`config.mk`:
```
export PLATFORM = sky130hd
export DESIGN_NAME = ex_mem_reg_flat
export DESIGN_NICKNAME = d
export VERILOG_FILES = /design/src/rtl/ex_mem_reg_if.sv /design/src/rtl/ex_mem_reg.sv /design/src/flat_wrapper.sv
export SDC_FILE = /design/constraint.sdc
export NUM_CORES = 1
export LEC_CHECK = 0
export CAP_MARGIN = 15
export CELL_PAD_IN_SITES_DETAIL_PLACEMENT = 1
export CELL_PAD_IN_SITES_GLOBAL_PLACEMENT = 2
export CORE_MARGIN = 3
export CORE_UTILIZATION = 22
export CTS_BUF_LIST = sky130_fd_sc_hd__clkbuf_16
export DETAILED_ROUTE_END_ITERATION = 8
export PLACE_DENSITY = 0.8
export SLEW_MARGIN = 10
export SYNTH_ARGS = -nofsm -noshare
export SYNTH_HDL_FRONTEND = slang
export SYNTH_SLANG_ARGS = --single-unit
export TNS_END_PERCENT = 30
```
`constraint.sdc`:
```
create_clock -name clk -period 1.6 [get_ports clk]
set_input_delay 0.32 -clock clk [delete_from_list [all_inputs] [get_ports clk]]
set_output_delay 0.32 -clock clk [all_outputs]
set_load 0.1 [all_outputs]
```
`src/rtl/ex_mem_reg_if.sv`:
```
// ex_mem_reg_if: EX-side inputs and MEM-side outputs of the EX/MEM pipeline register.
interface ex_mem_reg_if #(
    parameter int DATA_WIDTH     = 64,
    parameter int REG_ADDR_WIDTH = 5
);
    logic                      ex_valid;
    logic [DATA_WIDTH-1:0]     ex_result;
    logic [DATA_WIDTH-1:0]     ex_store_data;
    logic [REG_ADDR_WIDTH-1:0] ex_rd;
    logic                      ex_reg_write;
    logic                      ex_mem_read;
    logic                      ex_mem_write;
    logic                      ex_set_flags;
    logic [3:0]                ex_flags;
    logic                      stall;
    logic                      flush;
    logic                      mem_valid;
    logic [DATA_WIDTH-1:0]     mem_result;
    logic [DATA_WIDTH-1:0]     mem_store_data;
    logic [REG_ADDR_WIDTH-1:0] mem_rd;
    logic                      mem_reg_write;
    logic                      mem_mem_read;
    logic                      mem_mem_write;
    logic [3:0]                flags_q;
    logic [3:0]                flags_fwd;

    modport master (
        output ex_valid, ex_result, ex_store_data, ex_rd, ex_reg_write, ex_mem_read,
               ex_mem_write, ex_set_flags, ex_flags, stall, flush,
        input  mem_valid, mem_result, mem_store_data, mem_rd, mem_reg_write,
               mem_mem_read, mem_mem_write, flags_q, flags_fwd
    );

    modport slave (
        input  ex_valid, ex_result, ex_store_data, ex_rd, ex_reg_write, ex_mem_read,
               ex_mem_write, ex_set_flags, ex_flags, stall, flush,
        output mem_valid, mem_result, mem_store_data, mem_rd, mem_reg_write,
               mem_mem_read, mem_mem_write, flags_q, flags_fwd
    );
endinterface

```
`src/rtl/ex_mem_reg.sv`:
```
// ex_mem_reg: EX/MEM pipeline register with architectural NZCV and same-cycle flag forwarding.
module ex_mem_reg #(
    parameter int DATA_WIDTH     = 64,
    parameter int REG_ADDR_WIDTH = 5
) (
    input logic         clk,
    input logic         rst_n,
    ex_mem_reg_if.slave bus
);
    logic                      valid_q;
    logic [DATA_WIDTH-1:0]     result_q;
    logic [DATA_WIDTH-1:0]     store_q;
    logic [REG_ADDR_WIDTH-1:0] rd_q;
    logic                      reg_write_q;
    logic                      mem_read_q;
    logic                      mem_write_q;
    logic [3:0]                nzcv_q;
    logic                      accept;
    logic                      flag_upd;
    logic                      xzr;

    assign accept   = bus.ex_valid & ~bus.stall & ~bus.flush;
    assign flag_upd = accept & bus.ex_set_flags;
    assign xzr      = &bus.ex_rd;

    // flush beats stall; data fields survive a flush, only the controls are killed
    always_ff @(posedge clk or negedge rst_n) begin
        if (!rst_n) begin
            valid_q     <= 1'b0;
            result_q    <= '0;
            store_q     <= '0;
            rd_q        <= '0;
            reg_write_q <= 1'b0;
            mem_read_q  <= 1'b0;
            mem_write_q <= 1'b0;
        end else if (bus.flush) begin
            valid_q     <= 1'b0;
            reg_write_q <= 1'b0;
            mem_read_q  <= 1'b0;
            mem_write_q <= 1'b0;
        end else if (!bus.stall) begin
            valid_q     <= bus.ex_valid;
            result_q    <= bus.ex_result;
            store_q     <= bus.ex_store_data;
            rd_q        <= bus.ex_rd;
            reg_write_q <= bus.ex_valid & bus.ex_reg_write & ~xzr;
            mem_read_q  <= bus.ex_valid & bus.ex_mem_read;
            mem_write_q <= bus.ex_valid & bus.ex_mem_write;
        end
    end

    always_ff @(posedge clk or negedge rst_n) begin
        if (!rst_n)
            nzcv_q <= 4'b0000;
        else if (flag_upd)
            nzcv_q <= bus.ex_flags;
    end

    assign bus.mem_valid      = valid_q;
    assign bus.mem_result     = result_q;
    assign bus.mem_store_data = store_q;
    assign bus.mem_rd         = rd_q;
    assign bus.mem_reg_write  = reg_write_q;
    assign bus.mem_mem_read   = mem_read_q;
    assign bus.mem_mem_write  = mem_write_q;
    assign bus.flags_q        = nzcv_q;
    assign bus.flags_fwd      = !rst_n ? 4'b0000 : flag_upd ? bus.ex_flags : nzcv_q;
endmodule

```
`src/flat_wrapper.sv`:
```
// flat-port wrapper written by rule: the top's interface ports become plain ports
module ex_mem_reg_flat 
#(
    parameter int DATA_WIDTH     = 64,
    parameter int REG_ADDR_WIDTH = 5
)
  (clk, rst_n, bus_ex_valid, bus_ex_result, bus_ex_store_data, bus_ex_rd, bus_ex_reg_write, bus_ex_mem_read, bus_ex_mem_write, bus_ex_set_flags, bus_ex_flags, bus_stall, bus_flush, bus_mem_valid, bus_mem_result, bus_mem_store_data, bus_mem_rd, bus_mem_reg_write, bus_mem_mem_read, bus_mem_mem_write, bus_flags_q, bus_flags_fwd);
  ex_mem_reg_if #(.DATA_WIDTH(DATA_WIDTH), .REG_ADDR_WIDTH(REG_ADDR_WIDTH)) bus_i ();
  input logic clk;
  input logic rst_n;
  input wire logic [$bits(bus_i.ex_valid)-1:0] bus_ex_valid;
  input wire logic [$bits(bus_i.ex_result)-1:0] bus_ex_result;
  input wire logic [$bits(bus_i.ex_store_data)-1:0] bus_ex_store_data;
  input wire logic [$bits(bus_i.ex_rd)-1:0] bus_ex_rd;
  input wire logic [$bits(bus_i.ex_reg_write)-1:0] bus_ex_reg_write;
  input wire logic [$bits(bus_i.ex_mem_read)-1:0] bus_ex_mem_read;
  input wire logic [$bits(bus_i.ex_mem_write)-1:0] bus_ex_mem_write;
  input wire logic [$bits(bus_i.ex_set_flags)-1:0] bus_ex_set_flags;
  input wire logic [$bits(bus_i.ex_flags)-1:0] bus_ex_flags;
  input wire logic [$bits(bus_i.stall)-1:0] bus_stall;
  input wire logic [$bits(bus_i.flush)-1:0] bus_flush;
  output wire logic [$bits(bus_i.mem_valid)-1:0] bus_mem_valid;
  output wire logic [$bits(bus_i.mem_result)-1:0] bus_mem_result;
  output wire logic [$bits(bus_i.mem_store_data)-1:0] bus_mem_store_data;
  output wire logic [$bits(bus_i.mem_rd)-1:0] bus_mem_rd;
  output wire logic [$bits(bus_i.mem_reg_write)-1:0] bus_mem_reg_write;
  output wire logic [$bits(bus_i.mem_mem_read)-1:0] bus_mem_mem_read;
  output wire logic [$bits(bus_i.mem_mem_write)-1:0] bus_mem_mem_write;
  output wire logic [$bits(bus_i.flags_q)-1:0] bus_flags_q;
  output wire logic [$bits(bus_i.flags_fwd)-1:0] bus_flags_fwd;
  assign bus_i.ex_valid = bus_ex_valid;
  assign bus_i.ex_result = bus_ex_result;
  assign bus_i.ex_store_data = bus_ex_store_data;
  assign bus_i.ex_rd = bus_ex_rd;
  assign bus_i.ex_reg_write = bus_ex_reg_write;
  assign bus_i.ex_mem_read = bus_ex_mem_read;
  assign bus_i.ex_mem_write = bus_ex_mem_write;
  assign bus_i.ex_set_flags = bus_ex_set_flags;
  assign bus_i.ex_flags = bus_ex_flags;
  assign bus_i.stall = bus_stall;
  assign bus_i.flush = bus_flush;
  assign bus_mem_valid = bus_i.mem_valid;
  assign bus_mem_result = bus_i.mem_result;
  assign bus_mem_store_data = bus_i.mem_store_data;
  assign bus_mem_rd = bus_i.mem_rd;
  assign bus_mem_reg_write = bus_i.mem_reg_write;
  assign bus_mem_mem_read = bus_i.mem_mem_read;
  assign bus_mem_mem_write = bus_i.mem_mem_write;
  assign bus_flags_q = bus_i.flags_q;
  assign bus_flags_fwd = bus_i.flags_fwd;
  ex_mem_reg #(.DATA_WIDTH(DATA_WIDTH), .REG_ADDR_WIDTH(REG_ADDR_WIDTH)) u_core (.clk(clk), .rst_n(rst_n), .bus(bus_i));
endmodule
```
==> flow_summary.json, run 1 <==
{
  "synth-xor-area-share_pct": 0,
  "combPwrFrac_pct": 46.6,
  "clk_pin_slew_worst_paths_ns": 0.06,
  "startpoint_type": "primary input",
  "dr_total_vias": 3933,
  "overflow": 0,
  "synth_edf_count": 0,
  "syn-cell-area_um2": 5336,
  "leakagePower_nw": 4.621,
  "wl_um": 18310,
  "intPower_w": 0.009396,
  "drcViolationCount": 0,
  "drtPass1Iterations": 4,
  "finalWorstSetupSlack_ns": -0.1796,
  "final_nets": 780,
  "die_w_um": 161.7,
  "place_inst": 929,
  "clock-root-buffer": "clkbuf_16",
  "max_cap_violations": 0,
  "period_minus_slack_ns": 1.780,
  "finalInstanceArea_um2": 10880,
  "sequentialPowerShare_pct": 28.7,
  "path_class": "primary input to output port",
  "synth_top_area_cell": "dfrtp_1",
  "rr_worst_depth": 1,
  "ys_top_cells_by_count": "dfrtp_1, mux2_2, mux2_1, buf_6, buf_2",
  "grt_max_degree": 78,
  "hold_violations": 0,
  "post-synth-top-count-cell": "dfrtp_1",
  "arrival_ns": 1.46,
  "ys_top_cells_by_area": "dfrtp_1, mux2_2, mux2_1",
  "synth_top_family_by_area": "multiplexers",
  "cts_buffers": 17,
  "vias_per_cell": 4.071,
  "area_growth_pct": 103.8,
  "fmax_ghz": 0.5619,
  "antenna_found_initial": 0,
  "ant_nets": 0,
  "synthArstFlopShare_pct": 100.0,
  "core_um2": 23680,
  "io_pins": 291,
  "synth_top_area_share_pct": 66.12,
  "swShare_pct": 42.40,
  "gr-usage-met1_pct": 14.38,
  "grt_pass1_wl_um": 28120,
  "fin_cells": 966,
  "cp-end-kind": "output port",
  "finalHoldWorstSlack_ns": 0.3150,
  "status": "complete, but fails checks",
  "path_max_fanout": 4,
  "min-delay-start": "bus_flush",
  "clkSinkCount": 141,
  "die_y_um": 161.7,
  "crit_start": "bus_flush",
  "synth_compound_area_share_pct": 0.4220,
  "cts_tree": "done",
  "violations": "negative setup slack",
  "clkPwrFrac_pct": 24.7,
  "dieArea_um2": 26160,
  "grt_setup_unrepaired": "true",
  "io_buffers": 290,
  "start_util_pct": 22.53,
  "yosysSeqAreaShare_pct": 66.12,
  "grt.busiest_layer": "met2",
  "p_sw_w": 0.006916,
  "place_area_um2": 10250,
  "required_ns": 1.28,
  "cts_max_level": 4,
  "avgSynthCellArea_um2": 17.05,
  "fin_crit_sh_pct": 111.2,
  "max-vdd-ir-drop_mv": 0.7505,
  "ctsLongestPathBuffers": 2,
  "slew_headroom_pct": 71.66,
  "syn_nets": 459,
  "synthCells": 313,
  "fin_skew_ns": 0,
  "drt_first_iter_violations": 101,
  "grt_pass1_vias": 4657,
  "clk_latency_ns": 0.41,
  "whs_path_depth": 4,
  "rr_startpoint": "u_core.bus.mem_store_data[42]",
  "track_usage_pct": 14.05,
  "drive_above_1_share_pct": 45.36,
  "gr-usage-met3_pct": 6.784,
  "worst_pin_slew_ns": 0.4251,
  "gp_congestion": 0.7755,
  "ys_warn_count": 0,
  "synthMuxAreaShare_pct": 29.19,
  "wire_per_inst_um": 18.95,
  "synth-adder-area-share_pct": 0,
  "num_rows": 56,
  "power.total_w": 0.01631,
  "slew_violations": 0,
  "p_per_area_nw_per_um2": 1500,
  "hpwl_um": 14780,
  "synth_top_flop_cell": "dfrtp_1",
  "post_synth_num_cell_types": 17,
  "hold_path_class": "primary input to register",
  "finalSetupViolCount": 4,
  "ys_ff_latch": 141,
  "synth-simple-area-share_pct": 1.923,
  "use_met2_pct": 25.48
}
through the flow:
stage / setup TNS [ns] / worst slack (ns) / utilization [%]
after detailed placement: -42.03 / -0.5600 / 43.26
final: -0.7005 / -0.1796 / 45.93
after global routing: -0.8054 / -0.2047 / 45.92
after global placement: -37.85 / -0.5345 / 43.26
after floorplan: -0.1248 / -0.03119 / -
after CTS: -0.7612 / -0.1950 / 45.80
power groups by stage:
stage,combinational [W],clock (W),sequential [W]
after floorplan,0.000686,0,0.00828
after global placement,0.00755,0,0.00472
after detailed placement,0.00764,0,0.00476
after CTS,0.00764,0.00419,0.00470
after global routing,0.00778,0.00437,0.00475
final,0.00760,0.00403,0.00468
cells in the final DEF (no fill, tap or decap), types with 2 or more instances in the layout:
master / n
dfrtp_1: 137
buf_2: 2
nand2_1: 2
nand3b_1: 2
inv_6: 3
clkdlybuf4s50_1: 140
buf_6: 3
mux2_4: 4
and2_4: 4
bufinv_16: 3
clkinv_2: 2
dlygate4sd3_1: 2
clkinvlp_4: 4
mux2_1: 59
buf_12: 153
nor2_1: 3
dfrtp_2: 4
clkbuf_16: 17
mux2_2: 74
nand3_1: 2
buf_4: 17
a21oi_1: 2
flip-flops by register name, indices dropped and copies added (netlist names):
signal / flops
u_core.bus.mem_store_data: 64
u_core.bus.mem_mem_write: 1
u_core.bus.mem_valid: 1
u_core.bus.mem_mem_read: 1
u_core.bus.flags_q: 4
u_core.bus.mem_reg_write: 1
u_core.bus.mem_result: 64
u_core.bus.mem_rd: 5
area by class of cell:
cell class / count / area (um^2)
fill: 2320 / 12800
timing repair buffer: 317 / 4656
sequential: 141 / 3533
multi-input combinational: 157 / 1693
clock buffer: 17 / 425.4
tap: 319 / 399.1
clock inverter: 14 / 168.9
antenna: 1 / 2.502
path summary, 6_finish.rpt:
path / endpoint / slack [ns]
max in group asynchronous: u_core.bus.mem_store_data[26] / 0.67
worst max-delay path: bus_flags_fwd[1] / -0.18
worst max register to register: u_core.bus.mem_store_data[42] / 0.75
worst min register to register: u_core.bus.flags_q[3] / 0.54
worst min-delay path: u_core.bus.mem_mem_write / 0.31
min in group asynchronous: u_core.bus.mem_result[30] / 0.55
routing by layer:
layer  vias up  part of all wire, %
met5         -                    0
met4         0                  1.7
met3        20                   10
met2       199                   54
met1      1969                   35
li1       1745                    -
critical path: stages:
cell and delay, ns:
buf_6 0.10, and4bb_4 0.40, mux2_4 0.33, and2_4 0.15, buf_12 0.16
cell families after synthesis:
group | Yosys count
AND/OR/NAND/NOR | 16
multiplexers | 137
buffers and inverters | 15
flip-flops | 141
AO/OA/AOI/OAI | 4
what timing repair did:
item | 4_1_cts | 5_1_grt
cloned | 0 | 0
hold buffers | 2 | 0
buffers inserted | 0 | 3
endpoints found under the hold margin | 64 | 0
resized for setup | 17 | 1
endpoints found under the setup margin | 4 | 4
pin swaps | 1 | 1
Note: power is estimated with default switching activity, not from simulation.
==> run 2, diff against run 1 <==
--- a/config.mk
+++ b/config.mk
@@ -5,14 +5,13 @@
 export SDC_FILE = /design/constraint.sdc
 export NUM_CORES = 1
 export LEC_CHECK = 0
-export CAP_MARGIN = 15
 export CELL_PAD_IN_SITES_DETAIL_PLACEMENT = 1
 export CELL_PAD_IN_SITES_GLOBAL_PLACEMENT = 2
 export CORE_MARGIN = 3
-export CORE_UTILIZATION = 22
+export CORE_UTILIZATION = 25
 export CTS_BUF_LIST = sky130_fd_sc_hd__clkbuf_16
 export DETAILED_ROUTE_END_ITERATION = 8
-export PLACE_DENSITY = 0.8
+export PLACE_DENSITY = 0.86
 export SLEW_MARGIN = 10
 export SYNTH_ARGS = -nofsm -noshare
 export SYNTH_HDL_FRONTEND = slang
==> constraint.sdc (replaced) <==
create_clock -name clk -period 1.7 [get_ports clk]
set_input_delay 0.34 -clock clk [delete_from_list [all_inputs] [get_ports clk]]
set_output_delay 0.34 -clock clk [all_outputs]
set_load 0.01 [all_outputs]
==> run 2 against run 1 <==
Against the previous run:
- highest routed layer unchanged
- largest cell class is now registers
- sequential power is 12% lower
- register-to-register slack better by 0.05 ns
- the run ends with negative hold slack, negative setup slack left
- worst hold slack worse by 0.33 ns
- final cell count shrank 5.3%
- core utilization grew 0.082 points
==> flow_summary.json, run 2 (synthesized netlist as in run 1, its figures left out) <==
{
  "status": "complete, but fails checks",
  "violations": "negative hold slack, negative setup slack",
  "top_layer": "met4",
  "drtPass1Iterations": 4,
  "reg2reg_slack_ns": 0.80,
  "rr_worst_depth": 2,
  "rr_startpoint": "u_core.bus.flags_q[3]",
  "max-vdd-ir-drop_mv": 0.5926,
  "worst_pin_slew_ns": 0.8160,
  "ctsLongestPathBuffers": 2,
  "fin_crit_sh_pct": 106.4,
  "drive_above_1_share_pct": 22.48,
  "r2r-end": "u_core.bus.flags_q[3]",
  "final_common_cell": "clkdlybuf4s50_1",
  "drt_first_iter_violations": 78,
  "io_buffers": 290,
  "finalSetupViolCount": 4,
  "clk_pin_slew_worst_paths_ns": 0.06,
  "wl_met2_um": 8526,
  "hold_violations": 11,
  "core_um2": 20620,
  "tns_ns": -0.2855,
  "die_y_um": 152.1,
  "grt_pass1_wl_um": 26500,
  "start_util_pct": 25.87,
  "io_pins": 291,
  "slew_violations": 0,
  "hpwl_um": 12560,
  "required_ns": 1.36,
  "path_class": "primary input to output port",
  "drcViolationCount": 0,
  "register_area_um2": 3528,
  "wl_met3_um": 1534,
  "clock-root-buffer": "clkbuf_16",
  "clkSinkCount": 141,
  "multiInputGateArea_um2": 1690,
  "cts_buffers": 17,
  "p_per_area_nw_per_um2": 1090,
  "arrival_ns": 1.47,
  "finalWorstSetupSlack_ns": -0.1085,
  "hold_path_class": "primary input to asynchronous set/reset pin",
  "ant_nets": 0,
  "overflow": 0,
  "path_max_fanout": 4,
  "final_nets": 779,
  "insertedDiodeCount": 0,
  "area_growth_pct": 77.84,
  "mostFrequentLayoutCells": "clkdlybuf4s50_1, dfrtp_1, mux2_2, dlymetal6s2s_1, mux2_1",
  "track_usage_pct": 14.51,
  "period_minus_slack_ns": 1.809,
  "die_w_um": 152.1,
  "slew_headroom_pct": 45.60,
  "vias_per_cell": 4.272,
  "wire_per_inst_um": 18.28,
  "num-fill-cells": 2066,
  "finalHoldWorstSlack_ns": -0.01162,
  "met1_length_um": 6356,
  "finalInstanceArea_um2": 9490,
  "leakagePower_nw": 4.524,
  "clk_latency_ns": 0.41,
  "dieArea_um2": 23130,
  "fin_skew_ns": 0,
  "dr_total_vias": 3909,
  "fmax_ghz": 0.5529,
  "grt_pass1_vias": 4567,
  "cp-end-kind": "output port",
  "place_area_um2": 8666,
  "cts_tree": "done",
  "grt_setup_unrepaired": "true",
  "num_rows": 52,
  "max_cap_violations": 0,
  "cts_max_level": 4,
  "grt_max_degree": 133,
  "antenna_found_initial": 0,
  "final_util_pct": 46.01,
  "startpoint_type": "primary input",
  "wl_um": 16720,
  "gp_congestion": 0.7831
}
-- run 2: per-stage QoR --
stage | instances | power [W] | hold WS [ns] | setup WS (ns)
final | 915 | 0.01034 | -0.01162 | -0.1085
after global routing | 915 | 0.01088 | 0.09807 | -0.1242
after CTS | 915 | 0.01058 | 0.1162 | -0.1162
after detailed placement | 878 | 0.006616 | 0.1724 | -0.7683
after global placement | 878 | 0.006517 | 0.1676 | -0.7319
after floorplan | 313 | 0.004916 | 0.04441 | 0.05210
-- run 2: worst max-delay path, cell delays in order --
cell	delay [ns]
buf_6	0.09
and4bb_4	0.38
buf_6	0.11
mux2_4	0.29
and2_4	0.14
buf_6	0.11
-- run 2: layout make-up --
type | count | area share (%)
Clock buffer | 17 | 4.483
Timing Repair Buffer | 316 | 34.91
Clock inverter | 14 | 2.057
Multi-Input combinational cell | 157 | 17.81
Tap cell | 270 | 3.560
Sequential cell | 141 | 37.18
-- run 2: report_power, final --
part / switching (W) / internal [W] / total, W
Combinational: 0.000855 / 0.00146 / 0.00231
Clock: 0.00146 / 0.00246 / 0.00392
Sequential: 0.000264 / 0.00385 / 0.00412
Total: 0.00258 / 0.00776 / 0.0103
-- run 2: worst max path at each step --
stage                          from          endpoint  slack (ns)
after floorplan           bus_stall  bus_flags_fwd[0]        0.05
after CTS                 bus_flush  bus_flags_fwd[2]       -0.12
after global routing      bus_stall  bus_flags_fwd[2]       -0.12
after global placement    bus_stall  bus_flags_fwd[0]       -0.73
after detailed placement  bus_stall  bus_flags_fwd[2]       -0.77
final                     bus_stall  bus_flags_fwd[2]       -0.11
-- run 2: metal layers --
layer	global-route usage, %	vias up
li1	-	1749
met1	16.27	1933
met2	24.83	206
met3	6.456	21
met4	4.580	0
met5	0	-
-- run 2: timing repair --
item | 4_1_cts | 5_1_grt
hold buffers | 1 | 0
buffers inserted | 5 | 0
setup endpoints to repair | 25 | 71
gates resized for setup | 59 | 70
hold endpoints to repair | 9 | 0
pin swaps | 3 | 3
==> run 3, diff against run 2 <==
--- a/config.mk
+++ b/config.mk
@@ -5,14 +5,15 @@
 export SDC_FILE = /design/constraint.sdc
 export NUM_CORES = 1
 export LEC_CHECK = 0
+export CAP_MARGIN = 20
 export CELL_PAD_IN_SITES_DETAIL_PLACEMENT = 1
 export CELL_PAD_IN_SITES_GLOBAL_PLACEMENT = 2
 export CORE_MARGIN = 3
 export CORE_UTILIZATION = 25
 export CTS_BUF_LIST = sky130_fd_sc_hd__clkbuf_16
+export CTS_CLUSTER_DIAMETER = 30
 export DETAILED_ROUTE_END_ITERATION = 8
 export PLACE_DENSITY = 0.86
-export SLEW_MARGIN = 10
 export SYNTH_ARGS = -nofsm -noshare
 export SYNTH_HDL_FRONTEND = slang
 export SYNTH_SLANG_ARGS = --single-unit
==> results of run 3 <==
Final layout, timing and power as in run 2 (identical DEF).
